<file path="src/rtl/parking_pkg.sv">
// Shared types and seven-segment glyphs for the car-park gate controller.
package parking_pkg;

    typedef enum logic [2:0] {
        IDLE          = 3'd0,
        WAIT_PASSWORD = 3'd1,
        WRONG_PASS    = 3'd2,
        RIGHT_PASS    = 3'd3,
        STOP          = 3'd4
    } state_t;

    // Active-low segments, bit6=g .. bit0=a
    localparam logic [6:0] SEG_BLANK = 7'b1111111;
    localparam logic [6:0] SEG_E     = 7'b0000110;
    localparam logic [6:0] SEG_N     = 7'b0101011;
    localparam logic [6:0] SEG_6     = 7'b0000010;
    localparam logic [6:0] SEG_0     = 7'b1000000;
    localparam logic [6:0] SEG_S     = 7'b0010010;
    localparam logic [6:0] SEG_P     = 7'b0001100;

endpackage

</file>
<file path="src/rtl/parking_hex_decode.sv">
// Maps the controller state onto the two status digits; purely combinational.
module parking_hex_decode
    import parking_pkg::*;
(
    input  state_t     state_i,
    output logic [6:0] hex_1_o,
    output logic [6:0] hex_2_o
);

    // Glyph pair per state; unknown encodings show blank like IDLE
    always_comb begin
        hex_1_o = SEG_BLANK;
        hex_2_o = SEG_BLANK;
        case (state_i)
            WAIT_PASSWORD: begin hex_1_o = SEG_E; hex_2_o = SEG_N; end
            WRONG_PASS:    begin hex_1_o = SEG_E; hex_2_o = SEG_E; end
            RIGHT_PASS:    begin hex_1_o = SEG_6; hex_2_o = SEG_0; end
            STOP:          begin hex_1_o = SEG_S; hex_2_o = SEG_P; end
            default:       begin hex_1_o = SEG_BLANK; hex_2_o = SEG_BLANK; end
        endcase
    end

endmodule

</file>
<file path="src/rtl/parking_system.sv">
// Single-lane car-park gate controller: password check on arrival, LEDs and two 7-seg digits.
module parking_system
    import parking_pkg::*;
#(
    parameter int unsigned WAIT_CYCLES = 4,
    parameter logic [1:0]  PASS_1      = 2'b01,
    parameter logic [1:0]  PASS_2      = 2'b10
) (
    input  logic       clk,
    input  logic       reset_n,
    input  logic       sensor_entrance,
    input  logic       sensor_exit,
    input  logic [1:0] password_1,
    input  logic [1:0] password_2,
    output logic       GREEN_LED,
    output logic       RED_LED,
    output logic [6:0] HEX_1,
    output logic [6:0] HEX_2
);

    localparam int unsigned   CntW    = $clog2(WAIT_CYCLES + 1);
    localparam logic [CntW-1:0] CntLast = CntW'(WAIT_CYCLES - 1);

    state_t          state_q, state_d;
    logic [CntW-1:0] cnt_q, cnt_d;
    logic            blink_q, blink_d;
    logic            pass_ok;

    assign pass_ok = (password_1 == PASS_1) && (password_2 == PASS_2);

    // Next-state, wait counter and blink phase
    always_comb begin
        state_d = state_q;
        cnt_d   = '0;
        blink_d = ~blink_q;
        case (state_q)
            IDLE: begin
                if (sensor_entrance) state_d = WAIT_PASSWORD;
            end
            WAIT_PASSWORD: begin
                // Counter runs only here; the password matters on the last wait clock alone
                cnt_d = cnt_q + CntW'(1);
                if (cnt_q >= CntLast) begin
                    state_d = pass_ok ? RIGHT_PASS : WRONG_PASS;
                end
            end
            WRONG_PASS: begin
                if (pass_ok) state_d = RIGHT_PASS;
            end
            RIGHT_PASS: begin
                if (sensor_entrance && sensor_exit) state_d = STOP;
                else if (sensor_exit)               state_d = IDLE;
            end
            STOP: begin
                if (pass_ok) state_d = RIGHT_PASS;
            end
            default: state_d = IDLE;
        endcase
    end

    // State registers, cleared immediately on reset
    always_ff @(posedge clk or negedge reset_n) begin
        if (!reset_n) begin
            state_q <= IDLE;
            cnt_q   <= '0;
            blink_q <= 1'b0;
        end else begin
            state_q <= state_d;
            cnt_q   <= cnt_d;
            blink_q <= blink_d;
        end
    end

    // LED drive straight from registered state and blink phase
    always_comb begin
        GREEN_LED = 1'b0;
        RED_LED   = 1'b0;
        case (state_q)
            WAIT_PASSWORD: RED_LED   = 1'b1;
            WRONG_PASS:    RED_LED   = blink_q;
            RIGHT_PASS:    GREEN_LED = blink_q;
            STOP:          RED_LED   = blink_q;
            default: begin
                GREEN_LED = 1'b0;
                RED_LED   = 1'b0;
            end
        endcase
    end

    parking_hex_decode u_hex (
        .state_i (state_q),
        .hex_1_o (HEX_1),
        .hex_2_o (HEX_2)
    );

endmodule

</file>
<file path="config.mk">
export PLATFORM = sky130hd
export DESIGN_NAME = parking_system
export DESIGN_NICKNAME = d
export VERILOG_FILES = /design/src/rtl/parking_pkg.sv /design/src/rtl/parking_hex_decode.sv /design/src/rtl/parking_system.sv
export SDC_FILE = /design/constraint.sdc
export NUM_CORES = 1
export LEC_CHECK = 0
export CORE_MARGIN = 5
export CORE_UTILIZATION = 40
export CTS_CLUSTER_DIAMETER = 100
export CTS_CLUSTER_SIZE = 30
export DETAILED_ROUTE_END_ITERATION = 6
export GPL_TIMING_DRIVEN = 0
export HOLD_SLACK_MARGIN = 0.1
export PLACE_DENSITY = 0.77
export SYNTH_ARGS = -nofsm -noshare
export SYNTH_HDL_FRONTEND = slang
export SYNTH_HIERARCHICAL = 1
export SYNTH_SLANG_ARGS = --single-unit
</file>
<file path="constraint.sdc">
create_clock -name clk -period 2.1 [get_ports clk]
set_clock_uncertainty 0.05 [all_clocks]
set_input_delay 0.42 -clock clk [delete_from_list [all_inputs] [get_ports clk]]
set_output_delay 0.42 -clock clk [all_outputs]
set_load 0.005 [all_outputs]
</file>
# == Word-level counts from Yosys, hierarchy flattened ==
# Index checks and enable logic that the tools add are counted.
# op_classes
bitwise,1
order_cmp,1
n_eq_ne,10
n_reduce_logical,6
mux,12
add_sub_neg,1
# ops
cell,count
one-hot mux 7 bit (4 select lines),1
one-hot mux 7 bit (3 select lines),1
2-to-1 mux 3 bit,6
one-hot mux 3 bit (4 select lines),1
equality test 3 x 2 -> 1 bit (second input constant),2
inequality test 2 bit (second input constant),2
AND reduction 4 bit,1
OR reduction 2 bit,2
adder 3 x 1 -> 3 bit (second input constant),1
equality test 3 x 1 -> 1 bit (second input constant),1
equality test 3 bit (second input constant),1
>= comparator 3 x 2 -> 1 bit (second input constant),1
logical NOT 3 bit,1
inequality test 3 bit (second input constant),1
equality test 2 x 1 -> 1 bit (second input constant),1
equality test 2 bit (second input constant),1
logical AND 1 bit,2
2-to-1 mux 1 bit,2
inequality test 2 x 1 -> 1 bit (second input constant),1
one-hot mux 1 bit (2 select lines),1
NOT 1 bit,1
# word_totals
reg_bits,7
wordCells,34

# == Logic depth before layout (Yosys ltp) ==
# Gate-level depths: netlist of run 1.
# depth
word_depth,5
ltp_mapped,6

# == By module ==
# Netlist of run 1, hierarchy kept.
# by_module_without_submodules
mod,area_each_um2,n_inst,cells_per_inst,seq_area_each_um2
parking_system,410.4,1,40,175.2
parking_hex_decode,132.6,1,19,0.0

# == Least setup slack after synthesis of run 1 ==
# OpenSTA, ideal clock, no wires.
# synth_timing
path_type,reg2reg
startpoint,register cnt_q[0]
endpoint,register state_q[1]
stages_incl_launch_ff,7
slack_ns,0.546
t_required_ns,1.931
t_arrival_ns,1.385
setup_ns,0.119
n_path_buf,0
path_cell_list,dfrtp_1 -> ha_1 -> ha_1 -> a211o_1 -> a21oi_1 -> a311oi_1 -> a21o_2
# synth_between
elab_chain_len,3
# synth_lines
item,line_no,source
from (decl),parking_system.sv:25,"logic [CntW-1:0] cnt_q, cnt_d;"
from (signal assigned),parking_system.sv:69,cnt_q <= cnt_d;
>= comparator 3 x 2 -> 1 bit,parking_system.sv:43,if (cnt_q >= CntLast) begin
inequality test 2 bit (no source line),--,
AND reduction 4 bit (no source line),--,
to (signal assigned),parking_system.sv:68,state_q <= state_d;
to (decl),parking_system.sv:24,"state_t state_q, state_d;"
# Every way passes these cells.
# A chain may end at the register's enable or synchronous reset.

# == Worst setup path after layout of run 1 ==
# layout_timing
startpoint,register state_q[1]
endpoint,output HEX_2[1]
# layout_between
elab_chain_len,2
word_cells_on_any_way,5
classes_between,4 x eq/ne; 1 x mux
# layout_lines
item,line_no,source
"equality test 3 bit, or another cell as far along",parking_hex_decode.sv:14,case (state_i)
one-hot mux 7 bit (4 select lines) *,parking_hex_decode.sv:14,
to (decl),parking_system.sv:18,output logic [6:0] HEX_2
# Mark *: on every way between the ends. The rest lies on a longest branch, timed or not.

==> flow_summary_export.csv, run 1 <==
group,metric,value,unit
synthesis,synth_edf_count,0,
cts,cts_tree,"built",
die,die_area,2190,µm²
critical_path,cp.arrival,1.71,ns
synthesis,yosys_warnings,6,
place,port_buffers,22,
critical_path,slowest_delay,0.49,ns
cts,htree_levels,1,
die,pin_count,24,
cells_and_area,finalNetCount,104,
drt,drt_iter0_drc,9,
cts,clockBufferDepth,2,
timing,hold_ws,0.382,ns
synthesis,ys_seq_elements,7,
critical_path,cp_max_fo,4,
critical_path,cp_top_family,"buffers and inverters",
cts,cts_hold_buf,0,
synthesis,synthFlopType,"dfrtp_1",
critical_path,worstPathCellList,"nor2_4 > buf_4 > a22oi_1 > buf_4 > clkdlybuf4s50_1",
die,die_w,46.8,µm
drt,wire_per_inst,11.2,µm
critical_path,cp-end-kind,"output pin",
timing,min_period_over_period,104,%
critical_path,critical_path_class,"flip-flop to output pin",
cells_and_area,diodes,0,
timing,worst_slack,-0.0782,ns
critical_path,r2r_slack,0.47,ns
synthesis,synth.top_cell.area_share,32.3,%
timing,rsz0062_at_grt,"true",
synthesis,syn_nets,69,
global_routing,grt_pass1_vias,466,
pwr,ir_worst_vdd,0.789,mV
die,chipHeight,46.8,µm
place,place.detailed.hpwl,821,µm
die,core_area,1280,µm²
cts,cts_num_sinks,7,
global_routing,grt_first_pass_wirelength,1910,µm
synthesis,synth.distinct_cells,29,
global_routing,grtUsageTotal,12.3,%
critical_path,rr_worst_depth,6,
global_routing,grt_max_degree,11,
cts,path_clk_slew,0.06,ns
drt,vias_per_cell,4.73,
cells_and_area,regArea,178,µm²
cells_and_area,finalInstanceArea,920,µm²
synthesis,syn-instance-count,59,
drt,wl,1210,µm
worst_hold_path,hp-class,"primary input to async pin",
drt,ant_nets,0,
synthesis,seq_area_frac_synth,32.3,%
critical_path,rr_endpoint,"state_q[1]",
timing,setup_viol,5,
drt,firstDrtPassIters,3,
global_routing,gr-total-overflow,0,
critical_path,crit_buf_inv,3,
synthesis,syn_area,543,µm²
critical_path,start_kind,"flip-flop",
drt,drc,0,
timing,fmax,459,MHz
cts,cts_root_buf,"clkbuf_4",
timing,hold_viol,0,
die,start_util,42.3,%
cells_and_area,fillers,98,
synthesis,avgSynthCellArea,9.20,µm²
global_routing,antenna_found_initial,0,
critical_path,crit_slowest_cell,"clkdlybuf4s50_1",
pwr,p_leak,0.477,nW
synthesis,synth_top_area_cell,"dfrtp_1",
place,place_ws,-0.0134,ns
timing,slew_viol_final,0,
synthesis,netlist_top_cells_area,"dfrtp_1, buf_4, ha_1",
synthesis,yosysMostFrequentCell,"buf_4",
critical_path,r2r_start,"cnt_q[0]",
pwr,power_density,1470,nW/µm²
place,routabilityCongestion,0.734,
status,run_status,"complete, but fails checks",
critical_path,path_common_cell,"buf_4",
timing,period_needed,2.18,ns
cells_and_area,drive_above_1_share,37.6,%
drt,vias,511,
cts,clock_latency,0.26,ns
critical_path,critPathRequiredTime,1.63,ns
cells_and_area,syn_to_final_growth,69.4,%
cells_and_area,multiInputGateArea,307,µm²
job,cap_violations,0,
die,fp-row-count,13,
cts,cts_made_buffers,3,
synthesis,synth_common_cells,"buf_4, dfrtp_1, inv_1, nor2_1, a21oi_1",
place,placed_cell_area,782,µm²
status,violations,"negative setup slack",
synthesis,synth-async-reset-ratio,100,%
==> where the power goes <==
group | switching (mW) | total (mW) | leakage (nW) | internal [mW]
Clock | 0.0577 | 0.128 | 0.0177 | 0.0700
Combinational | 0.367 | 1.01 | 0.374 | 0.640
Sequential | 0.0380 | 0.218 | 0.0855 | 0.180
Total | 0.463 | 1.35 | 0.477 | 0.890
==> kinds of logic after synthesis <==
kind of cell             count (synthesis)  synth area share, %
AO/OA/AOI/OAI                           11                 13.6
XOR/XNOR                                 2                 3.23
adder cells (fa/ha/maj)                  2                 4.61
buffers and inverters                   15                 17.5
flip-flops                               7                 32.3
multiplexers                             3                 5.99
other                                    1                0.691
AND/OR/NAND/NOR                         18                 22.1
==> metrics by stage <==
| step | total power [mW] | utilization (%) | std cells | setup TNS [ns] |
|---|---|---|---|---|
| final | 1.35 | 71.6 | 108 | -0.324 |
| after global routing | 1.47 | 71.6 | 108 | -0.668 |
| after CTS | 1.34 | 68.9 | 106 | -0.439 |
| after detailed placement | 1.10 | 60.9 | 96 | -0.0507 |
| after global placement | 1.09 | 60.9 | 96 | 0 |
| after floorplan | 0.684 | - | 59 | 0 |
==> flip-flops by register name, indices dropped and copies added (netlist names) <==
name     cells
cnt_q        3
blink_q      1
state_q      3
==> repair_timing <==
| item | CTS | global route |
|---|---|---|
| setup endpoints to repair | 10 | 12 |
| pin swaps | 2 | 2 |
| resized for setup | 8 | 9 |
| setup buffers | 6 | 2 |
| cloned | 0 | 0 |
==> layout by cell type (no fill, tap or decap), drive strengths merged, types with 2 or more instances in the layout <==
cell type	netlist	final
nor2	6	6
buf	10	18
nor3b	2	2
dfrtp	7	7
dlymetal6s2s	0	5
mux2	2	2
o22ai	2	2
ha	2	2
a21oi	3	3
clkdlybuf4s50	0	16
nand2b	2	2
xor2	2	2
clkbuf	0	4
inv	5	5
nand2	2	2
==> cell type report <==
| cell class | instances | area share, % |
|---|---|---|
| plain buffers | 10 | 8.98 |
| clock buffers | 3 | 2.45 |
| flip-flops and latches | 7 | 19.3 |
| repair buffers | 30 | 31.3 |
| inverters | 5 | 2.04 |
| multi-input cells | 37 | 33.3 |
| well taps | 15 | 2.04 |
| clock inverters | 1 | 0.544 |
==> per-layer routing <==
metal  track usage, %  wire, µm  share of wire, %
met1             13.8       470                39
met2             22.5       597                50
met3             2.30       114               9.5
met4             4.97        23               1.9
met5                0         0                 0
==> how the worst max path moves through the flow <==
stage / cells past startpoint / from / slack (ns) / endpoint
2_1_floorplan: 6 / cnt_q[0] / 0.55 / state_q[1]
3_3_place_gp: 4 / state_q[2] / 0.02 / HEX_1[3]
3_5_place_dp: 4 / state_q[2] / -0.01 / HEX_1[6]
4_1_cts: 4 / state_q[0] / -0.09 / HEX_1[6]
5_1_grt: 4 / state_q[1] / -0.15 / HEX_1[6]
6_report: 5 / state_q[1] / -0.08 / HEX_2[1]
Power figures use the tool's default switching activity.
==> inputs of run 2 (changes only) <==
--- a/config.mk
+++ b/config.mk
@@ -5,7 +5,6 @@
 export SDC_FILE = /design/constraint.sdc
 export NUM_CORES = 1
 export LEC_CHECK = 0
-export CORE_MARGIN = 5
 export CORE_UTILIZATION = 40
 export CTS_CLUSTER_DIAMETER = 100
 export CTS_CLUSTER_SIZE = 30
==> constraint.sdc (replaced) <==
create_clock -name clk -period 2.1 [get_ports clk]
set_clock_uncertainty 0.05 [all_clocks]
set_input_delay 0.42 -clock clk [delete_from_list [all_inputs] [get_ports clk]]
set_output_delay 0.42 -clock clk [all_outputs]
set_load 0.05 [all_outputs]
==> flow_summary_export.csv, run 2 (synthesis gave the netlist of run 1 again) <==
group,metric,value,unit
place,port_buffers,22,
place,placed_cell_area,803,µm²
cts,clockBufferDepth,2,
drt,wl,1130,µm
cells_and_area,finalInstanceArea,806,µm²
critical_path,cp-end-kind,"output pin",
timing,setup_viol,0,
global_routing,gr-total-overflow,0,
cts,post-cts-setup-buffer-count,0,
cells_and_area,drive_above_1_share,49.4,%
critical_path,slowest_delay,0.41,ns
cts,cts_tree,"built",
job,cap_violations,0,
critical_path,critical_path_class,"flip-flop to output pin",
place,place.detailed.hpwl,902,µm
die,fp-row-count,12,
drt,vias,486,
timing,slew_viol_final,0,
drt,drc,0,
die,chipHeight,38.8,µm
critical_path,crit_slowest_cell,"dfrtp_2",
die,pin_count,24,
timing,worst_slack,0.0741,ns
cts,cts_hold_buf,0,
critical_path,worstPathCellList,"buf_4 > nand2_1 > mux2_2 > o22ai_2 > buf_6",
cts,htree_levels,1,
global_routing,grt_pass1_vias,439,
critical_path,worstSetupPathDepth,5,
critical_path,cp_max_fo,10,
critical_path,cp_top_family,"flip-flops",
cts,cts_num_sinks,7,
drt,drt_iter0_drc,8,
worst_hold_path,hp-class,"primary input to async pin",
timing,period_needed,2.03,ns
die,die_w,38.8,µm
timing,hold_viol,0,
place,place_ws,-0.274,ns
cts,clock_latency,0.25,ns
cells_and_area,final_cell_mix,"buf_4, clkdlybuf4s50_1, inv_1, nor2_1, dfrtp_1",
timing,setup_tns,0,ns
cts,cts_root_buf,"clkbuf_4",
cells_and_area,reg_top3,"cnt_q: 3 flops, state_q: 3 flops, blink_q: 1 flops",
cells_and_area,postLayoutCoreUtil,67.9,%
critical_path,start_kind,"flip-flop",
global_routing,grt_max_degree,11,
critical_path,r2r_start,"cnt_q[0]",
critical_path,r2r_slack,0.44,ns
critical_path,crit_buf_inv,2,
critical_path,critPathRequiredTime,1.63,ns
critical_path,critPathLaunch,"state_q[1]",
cts,cts_made_buffers,3,
drt,firstDrtPassIters,4,
cells_and_area,syn_to_final_growth,48.4,%
global_routing,antenna_found_initial,0,
drt,ant_nets,0,
cells_and_area,diodes,0,
cells_and_area,finalNetCount,96,
place,routabilityCongestion,0.671,
timing,fmax,494,MHz
cts,path_clk_slew,0.05,ns
die,core_area,1190,µm²
critical_path,rr_endpoint,"state_q[1]",
critical_path,rr_worst_depth,6,
cells_and_area,final_common_cell,"buf_4",
drt,vias_per_cell,4.91,
global_routing,grt_first_pass_wirelength,1780,µm
timing,min_period_over_period,96.5,%
drt,wire_per_inst,11.4,µm
status,run_status,"finished clean",
die,start_util,45.8,%
critical_path,crit_end,"RED_LED",
critical_path,cp.arrival,1.56,ns
timing,rsz0062_at_grt,"false",
global_routing,grtUsageTotal,17.5,%
die,die_area,1510,µm²
run 2: changes by cell type in the layout (fill, tap and decap cells not counted), moves of 2 or more:
cell	change
buf_4	-4
clkbuf_2	+2
dlymetal6s2s_1	-5
clkdlybuf4s50_1	-9
buf_2	+3
clkdlybuf4s15_2	+4
run 2: stage by stage:
step	instances	hold slack, ns
3_3_place_gp	95	0.391
6_report	99	0.363
3_5_place_dp	95	0.393
5_1_grt	99	0.391
2_1_floorplan	59	0.0744
4_1_cts	99	0.374
run 2: repair_timing:
item,in CTS,in global routing
resized for setup,50,14
gates cloned,0,0
endpoints found under the setup margin,15,8
run 2: layout make-up:
cell class              instances  area, µm²
well taps                      14       17.5
flip-flops and latches          7        178
multi-input cells              37        300
inverters                       5       18.8
fillers                       107        380
plain buffers                  10       78.8
clock buffers                   4       26.3
repair buffers                 22        186
run 2: metal layers:
layer / share of wire [%] / vias up / wire length, µm / track usage (%)
met5: 0 / - / 0 / 0
met1: 39 / 219 / 443 / 19.6
met4: 0.62 / 0 / 7 / 3.45
met2: 53 / 21 / 602 / 30.8
met3: 6.6 / 2 / 75 / 6.94
li1: - / 244 / - / -
run 2: worst reg2reg max path, delay by kind of cell (launching register included):
family / cells / cell delay [ns]
adders and majority gates: 2 / 0.38
AOI/OAI and AO/OA: 4 / 0.73
DFF: 1 / 0.40
run 2: worst min-delay path by stage:
stage	from	endpoint	slack, ns	cells past startpoint
2_1_floorplan	reset_n	blink_q	0.07	0
3_3_place_gp	blink_q	blink_q	0.39	1
3_5_place_dp	blink_q	blink_q	0.39	1
4_1_cts	reset_n	state_q[1]	0.37	1
5_1_grt	reset_n	cnt_q[2]	0.39	1
6_report	reset_n	cnt_q[2]	0.36	1
Power of run 2 is not shown: default switching activity piles up to over one toggle a cycle in this logic, so the estimate is an artifact.
